<file path="config.mk">
export PLATFORM = sky130hd
export DESIGN_NAME = muldiv_unit
export DESIGN_NICKNAME = d
export VERILOG_FILES = /design/src/rtl/muldiv_unit_pkg.sv /design/src/rtl/muldiv_unit.sv
export SDC_FILE = /design/constraint.sdc
export NUM_CORES = 1
export LEC_CHECK = 0
export CORE_MARGIN = 2
export CORE_UTILIZATION = 51
export CTS_BUF_LIST = sky130_fd_sc_hd__clkbuf_4 sky130_fd_sc_hd__clkbuf_8
export CTS_CLUSTER_DIAMETER = 30
export CTS_CLUSTER_SIZE = 14
export DETAILED_ROUTE_END_ITERATION = 10
export PLACE_DENSITY = 0.73
export RECOVER_POWER = 100
export SETUP_SLACK_MARGIN = 0.02
export SYNTH_ARGS = -nofsm -noshare
export SYNTH_HDL_FRONTEND = slang
export SYNTH_SLANG_ARGS = --single-unit
export TNS_END_PERCENT = 50
</file>
<file path="constraint.sdc">
create_clock -name clk -period 9.4 [get_ports clk]
set_input_delay 2.35 -clock clk [delete_from_list [all_inputs] [get_ports clk]]
set_output_delay 2.35 -clock clk [all_outputs]
set_load 0.05 [all_outputs]
</file>
<file path="src/rtl/muldiv_unit_pkg.sv">
// muldiv_unit_pkg
// Shared op codes, FSM state encoding and a small magnitude helper for
// the multiply/divide unit.
package muldiv_unit_pkg;

    localparam logic [2:0] OP_MULT  = 3'b000;
    localparam logic [2:0] OP_MULTU = 3'b001;
    localparam logic [2:0] OP_DIV   = 3'b010;
    localparam logic [2:0] OP_DIVU  = 3'b011;
    localparam logic [2:0] OP_MTHI  = 3'b100;
    localparam logic [2:0] OP_MTLO  = 3'b101;

    typedef enum logic [1:0] {
        S_IDLE = 2'd0,
        S_RUN  = 2'd1,
        S_FIN  = 2'd2
    } state_t;

    // Magnitude of a 32-bit value when treated as signed; 32'h80000000 maps
    // to itself, which is the correct unsigned magnitude.
    function automatic logic [31:0] mag32(input logic [31:0] v, input logic is_signed);
        return (is_signed && v[31]) ? (~v + 32'd1) : v;
    endfunction

endpackage

</file>
<file path="src/rtl/muldiv_unit.sv">
// muldiv_unit
// Iterative 32x32 multiply / 32/32 divide unit with HI/LO registers.
// One bit per cycle over 32 RUN cycles, then one FIN cycle for sign
// correction and the HI/LO write.
// Ports:
//   clk   - rising-edge clock
//   clr   - synchronous active-high reset
//   start - operation request (accepted only when idle)
//   op    - 000 MULT, 001 MULTU, 010 DIV, 011 DIVU, 100 MTHI, 101 MTLO
//   a, b  - rs / rt operands, sampled only at the accepting edge
//   busy  - high while RUN or FIN
//   done  - one-cycle pulse when hi/lo were updated by a mul/div
//   hi,lo - result registers
module muldiv_unit
    import muldiv_unit_pkg::*;
#(
    parameter int WIDTH = 32
) (
    input  logic             clk,
    input  logic             clr,
    input  logic             start,
    input  logic [2:0]       op,
    input  logic [WIDTH-1:0] a,
    input  logic [WIDTH-1:0] b,
    output logic             busy,
    output logic             done,
    output logic [WIDTH-1:0] hi,
    output logic [WIDTH-1:0] lo
);

    state_t             state, state_n;
    logic [4:0]         cnt;
    logic [2*WIDTH-1:0] acc;
    logic [WIDTH-1:0]   opnd;
    logic               is_div;
    logic               neg_q;
    logic               neg_r;

    logic               md_req;
    logic               sgn_op;
    logic [WIDTH:0]     lhs, rhs, sum;
    logic               take;
    logic [2*WIDTH-1:0] acc_step;
    logic [2*WIDTH-1:0] prod;
    logic [WIDTH-1:0]   quo, rem;

    assign md_req = start && (op[2] == 1'b0);
    assign sgn_op = (op == OP_MULT) || (op == OP_DIV);
    assign busy   = (state != S_IDLE);

    // State register
    always_ff @(posedge clk) begin
        if (clr) state <= S_IDLE;
        else     state <= state_n;
    end

    always_comb begin
        state_n = state;
        case (state)
            S_IDLE:  if (md_req) state_n = S_RUN;
            S_RUN:   if (cnt == 5'd31) state_n = S_FIN;
            S_FIN:   state_n = S_IDLE;
            default: state_n = S_IDLE;
        endcase
    end

    // Single 33-bit adder/subtractor. Multiply adds the multiplicand into the
    // upper half; divide subtracts the divisor from the upper half shifted
    // left by one. For divide, a set acc[63] means the shifted partial
    // remainder is already >= 2^32 and thus larger than any divisor, so the
    // subtraction is always taken and its low 32 bits are exact.
    always_comb begin
        lhs = is_div ? {1'b0, acc[2*WIDTH-2:WIDTH-1]} : {1'b0, acc[2*WIDTH-1:WIDTH]};
        rhs = is_div ? ~{1'b0, opnd} : {1'b0, opnd};
        sum = lhs + rhs + {{WIDTH{1'b0}}, is_div};
        take = acc[2*WIDTH-1] | ~sum[WIDTH];
        if (is_div)
            acc_step = {(take ? sum[WIDTH-1:0] : acc[2*WIDTH-2:WIDTH-1]),
                        acc[WIDTH-2:0], take};
        else if (acc[0])
            acc_step = {sum, acc[WIDTH-1:1]};
        else
            acc_step = {1'b0, acc[2*WIDTH-1:1]};
    end

    // Sign correction applied during FIN
    always_comb begin
        prod = neg_q ? (~acc + 64'd1) : acc;
        quo  = neg_q ? (~acc[WIDTH-1:0] + 32'd1) : acc[WIDTH-1:0];
        rem  = neg_r ? (~acc[2*WIDTH-1:WIDTH] + 32'd1) : acc[2*WIDTH-1:WIDTH];
    end

    always_ff @(posedge clk) begin
        if (clr) begin
            hi     <= '0;
            lo     <= '0;
            done   <= 1'b0;
            cnt    <= '0;
            acc    <= '0;
            opnd   <= '0;
            is_div <= 1'b0;
            neg_q  <= 1'b0;
            neg_r  <= 1'b0;
        end else begin
            done <= 1'b0;
            case (state)
                S_IDLE: begin
                    if (start) begin
                        if (op == OP_MTHI) hi <= a;
                        if (op == OP_MTLO) lo <= a;
                        if (md_req) begin
                            acc    <= {{WIDTH{1'b0}}, mag32(a, sgn_op)};
                            opnd   <= mag32(b, sgn_op);
                            cnt    <= '0;
                            is_div <= op[1];
                            // Divide by zero keeps the all-ones quotient
                            // unnegated; the remainder then equals a.
                            neg_q  <= sgn_op && (a[WIDTH-1] ^ b[WIDTH-1]) && (b != '0);
                            neg_r  <= sgn_op && op[1] && a[WIDTH-1];
                        end
                    end
                end
                S_RUN: begin
                    acc <= acc_step;
                    cnt <= cnt + 5'd1;
                end
                S_FIN: begin
                    if (is_div) begin
                        hi <= rem;
                        lo <= quo;
                    end else begin
                        hi <= prod[2*WIDTH-1:WIDTH];
                        lo <= prod[WIDTH-1:0];
                    end
                    done <= 1'b1;
                end
                default: ;
            endcase
        end
    end

endmodule

</file>
==> flow_metrics.py, run 1 <==
metrics = {
    "pwr": {
        "ir_drop_uv": 71.9,
        "p_per_area_mw_per_mm2": 121,
        "p_leak_nw": 6.03,
    },
    "timing": {
        "tightest_slew_ns": 3.82,
        "rsz0062_at_grt": "no",
        "setup_tns_ns": 0,
        "finalWorstSetupSlack_ns": 2.85,
        "relSlewSlack": -1.55,
        "setup_viol": 0,
        "fmax_mhz": 153,
        "finalHoldViolations": 0,
        "post-route-period-util": 0.696,
        "layout_min_cycle_time_ns": 6.55,
        "finalMaxSlewViolations": 84,
        "skew_ns": 0.0197,
    },
    "clocking": {
        "post_cts_buffers": 0,
        "cts_buffers": 17,
        "cts_root_buffer": "clkbuf_8",
        "cts_tree": "built",
        "cts_resized": 0,
        "clk_pin_slew_ns": 0.10,
        "clockBufferDepth": 2,
        "clock_latency_ns": 0.48,
        "h-tree-depth": 4,
        "holdBufCountCts": 0,
        "clock-sinks": 171,
    },
    "drt": {
        "ant_nets": 0,
        "viasPerCell": 6.19,
        "drt_iter0_markers": 1051,
        "num_vias": 12447,
        "firstDrtPassIters": 5,
        "wl_mm": 38.6,
        "wl_per_cell_um": 19.2,
        "drc": 0,
    },
    "die": {
        "dieHeight_um": 164,
        "start_util": 0.519,
        "num_io_pins": 136,
        "die-area_mm2": 0.0268,
        "fp.dieW_um": 164,
        "core_mm2": 0.0251,
        "num_rows": 58,
    },
    "run_status": {
        "violations": "capacitance limit, slew limit",
        "status": "complete, but fails checks",
    },
    "global_routing": {
        "grt_pass1_vias": 11291,
        "grt_max_degree": 95,
        "overflow": 0,
        "antenna_found_initial": 0,
        "track_usage": 0.283,
        "grt_pass1_wl_mm": 60.9,
    },
    "cells_and_area": {
        "nets": 1777,
        "n_fill_cell": 2366,
        "drive_gt1_frac": 0.0636,
        "multi_input_comb_area_mm2": 0.00900,
        "regArea_mm2": 0.00343,
        "fin_util": 0.587,
        "syn_to_final_growth_pct": 13.2,
        "num_antenna_cells": 0,
    },
    "synthesis": {
        "ys_types": 73,
        "yosys-top-cells-area": "dfxtp_1 26%, mux2i_1 9.5%, a211oi_1 6.5%, xor2_1 6.3%, xnor2_1 5.8%",
        "synth_area_mm2": 0.0130,
        "synth_top_cell_area_share": 0.263,
        "synth-seq-area-share": 0.263,
        "synth_cells": 1635,
        "synthArstFlopShare": 0,
        "synth-edff-count": 0,
        "synth.avg_cell_area_um2": 7.97,
        "yosys.cell_count.top_type": "dfxtp_1",
        "synth_top_area_cell": "dfxtp_1",
        "synthesis.nets": 1743,
        "yosys_register_bits": 171,
        "synth_ff_type": "dfxtp_1",
        "ys_warn_count": 0,
        "yosys-top-cells-count": "171 x dfxtp_1, 164 x nor2_1, 144 x a21oi_1, 123 x mux2i_1, 112 x a211oi_1",
    },
    "critical_path": {
        "worstPathRequired_ns": 9.74,
        "worst_ep_arrival_time_ns": 6.89,
        "max_stage_delay_ns": 2.65,
        "worstSetupStartpointType": "input pin",
        "crit_fanout": 83,
        "worst_path_max_delay_cell": "clkbuf_1",
        "critical_path_class": "in2reg",
        "endpoint_kind": "flip-flop",
        "cp_cell_sequence": "clkbuf_1, nor2_1, clkbuf_1, nand2_1, inv_1, nand2_1, o21ai_0, a31oi_1, o21ai_0",
        "ff2ff_setup_slack_ns": 4.32,
    },
    "place": {
        "gp_congestion": 0.936,
        "io_buffers": 135,
        "place_ws_ns": 3.90,
        "hpwl_mm": 28.5,
    },
    "flow_run": {
        "maxCapViolations": 1,
    },
    "worst_hold_path": {
        "hold_path.class": "reg2reg",
    },
}
==> layer usage <==
layer  global-route usage  wire length [um]
met2                0.459             17800
met5                    0                 0
met4                0.109              1300
met1                0.381             16900
met3               0.0399              2610
==> worst paths after layout <==
path,start,endpoint,depth (start not counted)
max,clr,acc[59],9
max reg2reg,is_div,acc[58],12
min,opnd[31],opnd[31],2
min reg2reg,opnd[31],opnd[31],2
==> cell type report <==
class,count,share of cell area
clock buffer,18,0.0168
clock inverter,14,0.00916
inverter,23,0.00585
multi-input combinational,1308,0.610
sequential,171,0.232
tap,330,0.0280
timing repair buffer,148,0.0976
==> critical path, delay by kind of cell <==
family                 cells  cell delay [ns]
AO/OA/AOI/OAI              3             0.31
AND/OR/NAND/NOR            3             0.80
buffers and inverters      3             3.38
==> cell families (layout without fill, tap and decap cells) <==
kind of cell / after synthesis / after routing / synth area share
buffers and inverters: 156 / 203 / 0.0470
and+or+nand+nor: 437 / 437 / 0.161
muxes: 157 / 157 / 0.124
DFF: 171 / 171 / 0.263
AOI/OAI and AO/OA: 495 / 495 / 0.246
xor gates and xnor gates: 181 / 181 / 0.122
adders and majority gates: 38 / 38 / 0.0371
==> placed cells by master (no fill, tap or decap), types with 13 or more instances in the layout <==
| master | count |
|---|---|
| o31ai_1 | 27 |
| a21o_1 | 15 |
| dlygate4sd3_1 | 67 |
| mux2i_1 | 123 |
| xnor2_1 | 87 |
| dfxtp_1 | 169 |
| mux2_2 | 34 |
| a211oi_1 | 112 |
| or3_1 | 17 |
| nand4_1 | 13 |
| nor2_1 | 161 |
| nor4_1 | 14 |
| nand3_1 | 15 |
| o41ai_1 | 14 |
| nor3_1 | 23 |
| nand2_1 | 110 |
| inv_1 | 22 |
| clkbuf_8 | 18 |
| a21oi_1 | 144 |
| clkdlybuf4s50_1 | 67 |
| a31oi_1 | 13 |
| o21ai_0 | 96 |
| nor2b_1 | 18 |
| ha_1 | 37 |
| xor2_1 | 94 |
==> per-stage QoR <==
stage,hold slack [ns],total power (W),cells,area (um^2)
2_1_floorplan,0.443,0.00113,1635,13000
3_3_place_gp,0.473,0.00126,1980,14400
3_5_place_dp,0.478,0.00127,1980,14400
4_1_cts,0.491,0.00178,2012,14800
5_1_grt,0.505,0.00186,2012,14700
6_report,0.494,0.00178,2012,14700
==> sequential cells by signal, summed over array words and instances, names as in the netlist <==
name,count
acc,64
hi,32
lo,32
opnd,32
cnt,5
state,2
done,1
is_div,1
neg_q,1
neg_r,1
==> power breakdown <==
group          internal (W)  leakage, nW  switching (W)  total, W
logic              0.000184         4.45       0.000270  0.000454
clock network      0.000223        0.194       0.000305  0.000527
registers          0.000756         1.39      0.0000437  0.000800
Note: power is estimated with default switching activity, not from simulation.
==> run 2, diff against run 1 <==
clock period = 6.2 ns   (was 9.4 ns; I/O delays follow)
==> run 2 against run 1 <==
The flow still finishes with violations (capacitance limit, slew limit). Hold slack worse by 0.0061 ns. First-iteration DRC count up 5.1%. Critical path depth up 3. Die area unchanged. Via count down 0.54%. Register-to-register slack worse by 3.2 ns. Sequential power up 52%. Global-route usage down 0.52 points. Design area about the same. Largest cell class unchanged.
==> flow_metrics.py, run 2 (synthesis gave the netlist of run 1 again) <==
metrics = {
    "place": {
        "gp_congestion": 0.893,
        "io_buffers": 135,
        "hpwl_mm": 28.0,
    },
    "pwr": {
        "p_per_area_mw_per_mm2": 183,
        "p_comb_frac": 0.253,
        "power_switching_w": 0.000936,
        "ir_drop_uv": 128,
        "p_clk_frac": 0.296,
        "seq_power_share": 0.451,
        "power_switching_share": 0.347,
        "p_leak_nw": 6.04,
        "p_int_w": 0.00176,
    },
    "timing": {
        "post-route-period-util": 0.819,
        "tightest_slew_ns": 2.48,
        "setup_viol": 0,
        "setup_tns_ns": 0,
        "layout_min_cycle_time_ns": 5.08,
        "fmax_mhz": 197,
        "skew_ns": 0.0217,
        "finalHoldViolations": 0,
        "rsz0062_at_grt": "no",
        "finalMaxSlewViolations": 275,
        "timing.hold.ws_ns": 0.488,
        "relSlewSlack": -0.654,
    },
    "die": {
        "start_util": 0.519,
        "die-area_mm2": 0.0268,
        "num_io_pins": 136,
        "fp.dieW_um": 164,
        "core_mm2": 0.0251,
        "num_rows": 58,
        "dieHeight_um": 164,
    },
    "critical_path": {
        "crit_fanout": 81,
        "cp_cell_sequence": "buf_4, xor2_1, ha_1, a21oi_1, o211ai_1, nand4_1, nand4_1, nand4_1, and4_1, buf_4, mux2_2, a221o_1",
        "crit_family": "flip-flops",
        "crit_top_cell": "nand4_1",
        "worst_path_max_delay_cell": "dfxtp_2",
        "worstPathRequired_ns": 6.57,
        "timing.critical_path.buf_inv": 2,
        "worst_ep_arrival_time_ns": 5.45,
        "max_stage_delay_ns": 1.46,
        "critical_path_class": "reg2reg",
        "endpoint_kind": "flip-flop",
        "worstSetupStartpointType": "flip-flop",
    },
    "cells_and_area": {
        "final_cell_mix": "170 x dfxtp_1, 161 x nor2_1, 144 x a21oi_1",
        "nets": 1780,
        "num_antenna_cells": 0,
        "n_fill_cell": 2347,
        "drive_gt1_frac": 0.0635,
        "top_register": "acc",
        "final_common_cell": "dfxtp_1",
        "syn_to_final_growth_pct": 13.3,
        "largest_register_ffs": 64,
    },
    "global_routing": {
        "grt_pass1_wl_mm": 60.0,
        "grt_pass1_vias": 11361,
        "grt_max_degree": 95,
        "overflow": 0,
        "track_usage": 0.278,
        "antenna_found_initial": 0,
    },
    "worst_hold_path": {
        "hold_path.class": "reg2reg",
    },
    "drt": {
        "ant_nets": 0,
        "num_vias": 12380,
        "firstDrtPassIters": 5,
        "wl_per_cell_um": 18.8,
        "drc": 0,
        "viasPerCell": 6.14,
        "wl_mm": 37.8,
        "drt_iter0_markers": 1105,
    },
    "run_status": {
        "violations": "capacitance limit, slew limit",
        "status": "complete, but fails checks",
    },
    "clocking": {
        "clock-sinks": 171,
        "clk_pin_slew_ns": 0.10,
        "cts_buffers": 17,
        "h-tree-depth": 4,
        "clock_latency_ns": 0.48,
        "cts_resized": 0,
        "holdBufCountCts": 0,
        "cts_root_buffer": "clkbuf_8",
        "clockBufferDepth": 2,
        "post_cts_buffers": 0,
        "cts_tree": "built",
    },
    "flow_run": {
        "maxCapViolations": 4,
    },
}
run 2: area by class of cell:
cell class                      count  area, um^2  area share
Inverter                           23        86.3     0.00585
Clock buffer                       18         248      0.0168
Sequential cell                   171        3420       0.232
Clock inverter                     14         134     0.00907
Tap cell                          330         413      0.0280
Timing Repair Buffer              151        1460      0.0989
Multi-Input combinational cell   1308        8990       0.609
run 2: metrics by stage:
step	util	setup WS [ns]	area, um^2	total power, W	std cells
2_1_floorplan	-	1.66	13000	0.00171	1635
3_3_place_gp	0.574	1.62	14400	0.00191	1983
3_5_place_dp	0.574	1.52	14400	0.00192	1983
4_1_cts	0.589	1.71	14800	0.00270	2015
5_1_grt	0.588	0.847	14800	0.00282	2015
6_report	0.588	1.12	14800	0.00270	2015
run 2: worst paths after layout:
path	from	to	slack (ns)	cells past startpoint
setup / recovery	is_div	acc[51]	1.12	12
hold reg to reg	opnd[31]	opnd[31]	0.49	2
setup reg to reg	is_div	acc[51]	1.12	12
hold / removal	opnd[31]	opnd[31]	0.49	2
run 2: power by group through the flow:
stage	combinational [W]	clock [W]	sequential, W
floorplan	0.000470	0	0.00124
global placement	0.000666	0	0.00124
detailed placement	0.000676	0	0.00124
CTS	0.000679	0.000808	0.00122
global route	0.000746	0.000847	0.00123
finish	0.000683	0.000798	0.00122
run 2: layer usage:
layer / part of all wire / routed length (um) / up-vias / track usage
li1: - / - / 6049 / -
met1: 0.44 / 16800 / 5750 / 0.369
met2: 0.46 / 17300 / 479 / 0.456
met3: 0.059 / 2250 / 102 / 0.0354
met4: 0.039 / 1460 / 0 / 0.117
met5: 0 / 0 / - / 0
run 2: worst min-delay path, delay by kind of cell (launching register included):
family | cells | cell delay (ns)
DFF | 1 | 0.33
and+or+nand+nor | 1 | 0.07
AOI/OAI and AO/OA | 1 | 0.05
==> run 3, diff against run 2 <==
PLACE_DENSITY = 0.76   (was 0.73)
clock period = 4.3 ns   (was 6.2 ns; I/O delays follow)
==> run 3 against run 2 <==
The flow still finishes with violations (capacitance limit, slew limit). Flip-flop and latch count unchanged. Clock-buffer cell count down 1. Hold slack worse by 0.010 ns. Wire length down 0.71%. Critical path type unchanged.
==> flow_metrics.py, run 3 (synthesis gave the netlist of run 1 again) <==
metrics = {
    "cells_and_area": {
        "fin_util": 0.600,
        "n_fill_cell": 2340,
        "syn_to_final_growth_pct": 15.7,
        "regArea_mm2": 0.00343,
        "nets": 1818,
        "final_cell_mix": "170 x dfxtp_1, 162 x nor2_1, 144 x a21oi_1",
        "instances_no_fill": 2053,
        "multi_input_comb_area_mm2": 0.00899,
        "num_antenna_cells": 0,
        "drive_gt1_frac": 0.0818,
        "largest_register_ffs": 64,
        "top_register": "acc",
        "final_common_cell": "dfxtp_1",
    },
    "drt": {
        "drc": 0,
        "ant_nets": 0,
        "firstDrtPassIters": 5,
        "wl_mm": 37.6,
        "wl_per_cell_um": 18.3,
        "viasPerCell": 6.08,
        "num_vias": 12481,
        "drt_iter0_markers": 1080,
    },
    "place": {
        "hpwl_mm": 28.6,
        "dp.cells": 2021,
        "gp_congestion": 0.925,
        "io_buffers": 135,
        "place_ws_ns": 0.104,
    },
    "critical_path": {
        "timing.critical_path.buf_inv": 1,
        "critical_path_class": "reg2reg",
        "worstSetupStartpointType": "flip-flop",
        "rr_endpoint": "hi[31]",
        "cp_cell_sequence": "clkbuf_2, nor3_1, nand4bb_4, or3b_1, or3_1, nand2_1, o21ai_0, xor2_1, nor2_1, a211oi_1",
        "r2r_start": "acc[0]",
        "endpoint_kind": "flip-flop",
        "worstPathRequired_ns": 4.69,
        "worst_path_max_delay_cell": "nor3_1",
        "max_stage_delay_ns": 0.70,
        "worst-r2r-cell-count": 10,
        "worst_ep_arrival_time_ns": 4.34,
        "ff2ff_setup_slack_ns": 0.35,
        "crit_fanout": 48,
        "crit_family": "simple AND/OR/NAND/NOR gates",
    },
    "timing": {
        "layout_min_cycle_time_ns": 3.95,
        "finalHoldViolations": 0,
        "setup_viol": 0,
        "finalMaxSlewViolations": 150,
        "finalWorstSetupSlack_ns": 0.353,
        "fmax_mhz": 253,
        "skew_ns": 0.0215,
        "tightest_slew_ns": 2.30,
        "setup_tns_ns": 0,
        "post-route-period-util": 0.918,
        "rsz0062_at_grt": "no",
        "relSlewSlack": -0.532,
    },
    "clocking": {
        "cts_resized": 0,
        "h-tree-depth": 4,
        "cts_buffers": 17,
        "cts_root_buffer": "clkbuf_8",
        "clock_latency_ns": 0.50,
        "clock-sinks": 171,
        "clockBufferDepth": 2,
        "post_cts_buffers": 0,
        "cts_tree": "built",
        "clk_pin_slew_ns": 0.10,
        "holdBufCountCts": 0,
    },
    "die": {
        "num_io_pins": 136,
        "num_rows": 58,
        "die-area_mm2": 0.0268,
        "start_util": 0.519,
        "core_mm2": 0.0251,
        "fp.dieW_um": 164,
        "dieHeight_um": 164,
    },
    "run_status": {
        "violations": "capacitance limit, slew limit",
        "status": "complete, but fails checks",
    },
    "worst_hold_path": {
        "hold_path.class": "reg2reg",
        "holdCritStartpoint": "opnd[31]",
        "hold_end": "opnd[31]",
        "hold_depth": 2,
    },
    "pwr": {
        "power_switching_w": 0.00140,
        "ir_drop_uv": 149,
        "p_per_area_mw_per_mm2": 259,
        "power_switching_share": 0.358,
        "p_comb_frac": 0.260,
        "seq_power_share": 0.447,
        "p_clk_frac": 0.294,
        "p_int_w": 0.00251,
        "p_leak_nw": 6.22,
    },
    "flow_run": {
        "maxCapViolations": 3,
    },
    "global_routing": {
        "overflow": 0,
        "grt_max_degree": 87,
        "grt_pass1_vias": 11646,
        "antenna_found_initial": 0,
        "track_usage": 0.280,
        "grt_pass1_wl_mm": 60.5,
    },
}
-- run 3: cell count changes in the layout (fill, tap and decap cells not counted), moves of 2 or more --
cell,delta
clkbuf_1,+4
inv_8,+7
clkbuf_2,+2
inv_6,-4
buf_4,+28
buf_12,+4
clkinv_2,-2
clkinv_4,-2
-- run 3: area by class of cell --
type                       count  area share
multi-input combinational   1308       0.596
sequential                   171       0.227
timing repair buffer         189       0.118
tap                          330      0.0274
clock buffer                  17      0.0155
clock inverter                15     0.00996
inverter                      23     0.00573
-- run 3: how the worst max path moves through the flow --
stage / start / to / cells past startpoint
after floorplan: is_div / acc[56] / 19
after global placement: b[5] / opnd[20] / 9
after detailed placement: b[19] / opnd[30] / 9
after CTS: is_div / acc[48] / 14
after global routing: is_div / acc[58] / 14
final: acc[0] / hi[31] / 10
-- run 3: per-layer routing --
| layer | up-vias | part of all wire | track usage | wire length (um) |
|---|---|---|---|---|
| li1 | 6116 | - | - | - |
| met1 | 5804 | 0.45 | 0.372 | 16800 |
| met2 | 476 | 0.46 | 0.457 | 17200 |
| met3 | 85 | 0.059 | 0.0404 | 2220 |
| met4 | 0 | 0.034 | 0.115 | 1280 |
| met5 | - | 0 | 0 | 0 |
-- run 3: worst reg2reg max path: cells and delay by family, from the launching register on --
kind / cells / cell delay [ns]
buffers and inverters: 1 / 0.62
flip-flops: 1 / 0.32
AND/OR/NAND/NOR: 6 / 2.22
XOR/XNOR: 1 / 0.21
AO/OA/AOI/OAI: 2 / 0.49
-- run 3: per-stage QoR --
step           hold WS (ns)  power (W)  cell area, um^2
5_1_grt               0.511    0.00409            15100
4_1_cts               0.483    0.00391            15100
6_report              0.478    0.00391            15100
3_5_place_dp          0.469    0.00279            14800
2_1_floorplan         0.443    0.00246            13000
3_3_place_gp          0.476    0.00277            14800
-- run 3: power groups by stage --
stage                     logic [W]  registers, W  clock network (W)
after floorplan            0.000678       0.00178                  0
after global placement     0.000995       0.00178                  0
after detailed placement    0.00101       0.00178                  0
after CTS                   0.00101       0.00174            0.00116
after global routing        0.00111       0.00176            0.00123
final                       0.00101       0.00175            0.00115
